===== src/rtl/pc_pkg.sv =====
// Shared constants and types for the program counter.
// The optional misalignment flag is enabled by defining PC_ALIGN_CHECK_EN.
package pc_pkg;

    localparam int unsigned PC_WIDTH = 32;

    typedef logic [PC_WIDTH-1:0] pc_t;

    localparam pc_t         PC_RESET_VECTOR = 32'h0000_0000;
    localparam int unsigned PC_INC          = 4;

    // A PC is misaligned when either of its two low bits is set
    function automatic logic pc_is_misaligned(input logic [1:0] low_bits);
        return (low_bits != 2'b00);
    endfunction

endpackage : pc_pkg


===== src/rtl/pc_incrementer.sv =====
// Combinational adder producing a + INC, wrapping modulo 2^WIDTH.
module pc_incrementer
    import pc_pkg::*;
#(
    parameter int unsigned WIDTH = PC_WIDTH,
    parameter int unsigned INC   = PC_INC
) (
    input  logic [WIDTH-1:0] a,
    output logic [WIDTH-1:0] sum
);

    // Carry out of the top bit is dropped so the result wraps silently
    assign sum = a + WIDTH'(INC);

endmodule : pc_incrementer


===== src/rtl/program_counter.sv =====
// Program counter register with stall enable and next-sequential-PC adder.
// Define PC_ALIGN_CHECK_EN to build the registered misaligned flag;
// otherwise misaligned is tied to 0 and no flag register exists.
module program_counter
    import pc_pkg::*;
#(
    parameter int unsigned       WIDTH        = PC_WIDTH,
    parameter logic [WIDTH-1:0]  RESET_VECTOR = WIDTH'(PC_RESET_VECTOR),
    parameter int unsigned       INC          = PC_INC
) (
    input  logic             clk,
    input  logic             reset,
    input  logic             en,
    input  logic [WIDTH-1:0] pc_in,
    output logic [WIDTH-1:0] pc_out,
    output logic [WIDTH-1:0] pc_plus_inc,
    output logic             misaligned
);

    // PC (and optional alignment flag) register; reset is asynchronous, active-low
    always_ff @(posedge clk or negedge reset) begin
        if (!reset) begin
            pc_out     <= RESET_VECTOR;
`ifdef PC_ALIGN_CHECK_EN
            misaligned <= 1'b0;
`endif
        end else if (en) begin
            pc_out     <= pc_in;
`ifdef PC_ALIGN_CHECK_EN
            misaligned <= pc_is_misaligned(pc_in[1:0]);
`endif
        end
    end

`ifndef PC_ALIGN_CHECK_EN
    assign misaligned = 1'b0;
`endif

    // Sequential next-PC, purely from the registered PC
    pc_incrementer #(
        .WIDTH (WIDTH),
        .INC   (INC)
    ) u_incrementer (
        .a   (pc_out),
        .sum (pc_plus_inc)
    );

endmodule : program_counter


===== config.mk =====
export PLATFORM = sky130hd
export DESIGN_NAME = program_counter
export DESIGN_NICKNAME = d
export VERILOG_FILES = /design/src/rtl/pc_pkg.sv /design/src/rtl/pc_incrementer.sv /design/src/rtl/program_counter.sv
export SDC_FILE = /design/constraint.sdc
export NUM_CORES = 1
export LEC_CHECK = 0
export CELL_PAD_IN_SITES_DETAIL_PLACEMENT = 1
export CELL_PAD_IN_SITES_GLOBAL_PLACEMENT = 2
export CORE_MARGIN = 2
export CORE_UTILIZATION = 22
export CTS_CLUSTER_DIAMETER = 150
export CTS_CLUSTER_SIZE = 12
export DETAILED_ROUTE_END_ITERATION = 12
export PLACE_DENSITY_LB_ADDON = 0.1
export SYNTH_ARGS = -nofsm -noshare
export SYNTH_HDL_FRONTEND = slang
export SYNTH_SLANG_ARGS = --single-unit

===== constraint.sdc =====
create_clock -name clk -period 2.1 [get_ports clk]
set_clock_uncertainty 0.1 [all_clocks]
set_input_delay 0.42 -clock clk [delete_from_list [all_inputs] [get_ports clk]]
set_output_delay 0.42 -clock clk [all_outputs]
set_load 0.01 [all_outputs]

# Yosys cells after proc, flatten, opt, wreduce, memory -nomap -nowiden
# Index checks and enable logic that the tools add are counted.
[totals]
output_inout_bits = 65
wordCells = 2
inputBits = 35
ff_bits = 32
[op_classes]
addsub = 1
[op_table]
columns = ["op", "n"]
rows = [
  ["32-bit by 3-bit adder with 32-bit output (second input constant)", 1],
]

# Logic depth before layout (Yosys ltp)
[depth]
depth_word = 1
ltp_mapped = 5
depth_no_buf = 5

# Modules after synthesis
# Synthesis repeated with hierarchy kept, for this count alone.
[unflattened]
cells_unflattened = 153
hier_area_um2 = 1936.9
[by_module_without_submodules]
columns = ["mod", "n_inst", "seq_area_each_um2", "cells_per_inst", "area_per_inst_um2"]
rows = [
  ["program_counter", 1, 800.8, 70, 1356.3],
  ["pc_incrementer", 1, 0.0, 83, 580.6],
]

# Worst setup path after synthesis
# Ideal clock, no wire load.
[synth_timing]
path_type = "flip-flop to output port"
start = "reg pc_out[2]"
end = "out pc_plus_inc[14]"
required_time_ps = 1580
arrival_ps = 1595
path_stages_with_launch = 6
n_path_buf = 0
path_slack_ps = -15
path_cell_list = "dfrtp_1 ha_1 nand3_1 or3_1 nor3_2 xor2_1"
[synth_via]
elab_chain_len = 1
[synth_lines]
columns = ["element", "line", "source"]
rows = [
  ["start: declaration", "program_counter.sv:15", "output logic [WIDTH-1:0] pc_out,"],
  ["start signal: assignment", "program_counter.sv:28", "pc_out <= pc_in;"],
  ["32-bit by 3-bit adder with 32-bit output", "pc_incrementer.sv:13", "assign sum = a + WIDTH'(INC);"],
  ["end: declaration", "program_counter.sv:16", "output logic [WIDTH-1:0] pc_plus_inc,"],
]
# No other way between the ends.

# Worst setup path in the final report
[layout_timing]
start = "reg pc_out[3]"
end = "out pc_plus_inc[22]"
# Same word-level chain as after synthesis.

==> out/summary.txt <==
#FFs+latches synth -> 32
Final Non-Filler Cells -> 410
Met3 Usage GRT -> 0.0395
Pwr Density -> 571 mW/mm^2
Most flop-heavy register -> pc_out
Most numerous cell in the Yosys netlist -> dfrtp_1
Die footprint -> 0.00875 sq mm
Hold_ws -> 0.0920 ns
Hold Vio Cnt, Final -> 0
Synthesized area per cell -> 11.7 sq um
Dpl cell area -> 0.00316 sq mm
Clk pin slew, worst setup/hold paths -> 0.07 ns
Flop pwr share -> 0.369
Crit Path Class -> reg2out
Final Worst Setup Slack -> -0.312 ns
Detailed placement HPWL -> 4420 um
Leakage -> 1.52 nW
Status -> finished with violations
Nets -> 343
Actual slew at the worst max-slew pin -> 0.748 ns
Root Buffer -> clkbuf_8
Syn nets -> 187
CP max FO -> 3
Clock power share -> 0.269
Ys async rst share -> 1.00
Worst Setup SP -> pc_out[3]$_DFFE_PN0P_
Yosys cell types -> 26
Peak VDD IR -> 0.303 mV
Top-Level Pins -> 100
Post-route DRC -> 0
Total Routing Usage GR -> 0.137
Fin crit share -> 1.15
Comb pwr share -> 0.361
Max Root-Sink Buffers -> 2
Max H-tree Level -> 2
Switching power -> 0.000589 W
Post-route antenna net violation count -> 0
Yosys top cell area share -> 0.454
Worst setup EP type -> output pin
TritonCTS clock tree -> built
Mapped Area -> 0.00176 sq mm
Die height -> 93.5 um
Startpoint types -> flip-flop
WL per Instance -> 14.8 um
Flop-to-flop setup slack -> 0.91 ns
Vias in the first global route -> 1792
Hold/Removal Path Class -> in2async
Antenna violations before repair -> 0
WL final -> 6090 um
Starting Density -> 0.228
FF-to-FF End -> pc_out[2]$_DFFE_PN0P_
Ant diodes -> 0
Drt first pass iters -> 4
Initial drt markers -> 21
Final core occ -> 0.449
Max reg flops -> 32
Global-route wire length before repair -> 9110 um
EDFF count, synth -> 0
Port Buf Inserts -> 98
Unrepaired setup endpoints after global routing -> yes
Most Used Layer, Global Route -> met2
Worst EP arrival -> 1.89 ns
Largest regs -> pc_out x32
TritonCTS Buffers -> 5
GRT overflow -> 0
Fin area -> 0.00347 sq mm
CORE AREA -> 0.00773 sq mm
Gpl congestion -> 0.705
Row count -> 32
Most area-consuming cells after synthesis -> dfrtp_1, mux2_2, xnor2_1
Worst setup path end -> pc_plus_inc[22]
Min Tclk post-route -> 2.41 ns
Rel. slew slack -> 0.502
Synth top cells by count -> dfrtp_1, mux2_2, xnor2_1
Placed Cells incl. Taps -> 387
Area grow syn2layout -> 96.8%
Sink Count -> 32
Final setup violation count -> 24
Vias/cell -> 4.24
Sw frac -> 0.297
Largest area contributor in the netlist -> dfrtp_1
Vias -> 1737
Max Freq -> 415 MHz
Clock network latency to the later pin of the worst-skew pair -> 0.29 ns
Fill count -> 857
RR Startpoint -> pc_out[2]$_DFFE_PN0P_
Failing checks -> setup timing
Register area share after synthesis -> 0.454
Met1 GRT Util -> 0.171
Largest net degree at the start of global routing -> 36
Chip width -> 93.5 um
Overall Power -> 0.00198 W
Data required, critical path -> 1.58 ns
Hold Buf Count CTS -> 0
Max-cap violations -> 0
Layout cell share with drive strength beyond 1 -> 0.500
Pins over their slew limit -> 0
Pint -> 0.00139 W
GR Util met2 -> 0.227
Main synth FF type -> dfrtp_1
Reg2reg path depth -> 5
Yosys warning total -> 0
Cells after Synth -> 151
-- repair_timing --
item / 4_1_cts / 5_1_grt
pin swaps: 24 / 18
resized for setup: 125 / 27
endpoints found under the setup margin: 29 / 25
buffers inserted: 10 / 6
-- through the flow --
step	TNS, ns	setup slack [ns]
after global placement	-7.90	-0.426
final	-5.38	-0.312
after detailed placement	-8.08	-0.436
after floorplan	0	0.0385
after global routing	-8.21	-0.450
after CTS	-5.50	-0.360
-- per-layer routing --
layer | routed length, um | up-vias
met2 | 3130 | 53
met4 | 76 | 0
met3 | 386 | 8
met1 | 2500 | 835
met5 | 0 | -
li1 | - | 841
-- layout by cell type (no fill, tap or decap), types with 4 or more instances in the layout --
| master | count |
|---|---|
| buf_2 | 27 |
| buf_4 | 48 |
| buf_6 | 8 |
| clkbuf_8 | 7 |
| clkdlybuf4s50_1 | 66 |
| dfrtp_1 | 29 |
| inv_1 | 4 |
| mux2_2 | 29 |
| nand2_1 | 8 |
| nand3_1 | 5 |
| nand3_2 | 6 |
| nand4_1 | 8 |
| xnor2_1 | 16 |
| xnor2_2 | 6 |
| xor2_1 | 6 |
-- critical path, stage by stage, from the launching register on --
cell and delay (ns):
dfrtp_2 0.40, ha_4 0.16, nand3_4 0.09, nor4_4 0.28, buf_4 0.18, buf_6 0.10, nand4_1 0.09, xnor2_1 0.15
buf_2 0.15
-- power by group through the flow --
stage          sequential, W  combinational, W  clock [W]
6_report            0.000732          0.000716   0.000534
4_1_cts             0.000733          0.000704   0.000566
5_1_grt             0.000739          0.000771   0.000597
3_3_place_gp        0.000733          0.000728          0
2_1_floorplan       0.000797          0.000195          0
3_5_place_dp        0.000737          0.000726          0
-- cell type report --
class	count	area, sq um	area share
timing repair buffer	156	1330	0.382
clock buffer	8	100	0.0288
tap	102	128	0.0368
sequential	32	805	0.232
inverter	4	15.0	0.00433
multi-input combinational	108	1100	0.316
-- how the worst min path moves through the flow --
stage           from                endpoint  slack [ns]  cells past startpoint
2_1_floorplan  reset   pc_out[0]$_DFFE_PN0P_        0.02                      0
3_3_place_gp   reset   pc_out[1]$_DFFE_PN0P_        0.43                      1
3_5_place_dp   reset  pc_out[31]$_DFFE_PN0P_        0.44                      1
4_1_cts        reset  pc_out[31]$_DFFE_PN0P_        0.12                      1
5_1_grt        reset   pc_out[1]$_DFFE_PN0P_        0.16                      1
6_report       reset   pc_out[1]$_DFFE_PN0P_        0.09                      1
-- cells by family after synthesis --
kind of cell | count (synthesis) | share of synthesized area
simple gates | 46 | 0.172
flops | 32 | 0.454
mux | 29 | 0.185
xor+xnor | 28 | 0.139
buf+inv | 11 | 0.0312
compound gates | 3 | 0.00851
fa+ha+maj | 1 | 0.00710
other cells | 1 | 0.00213
No activity file was read; power rests on OpenSTA's default activity.
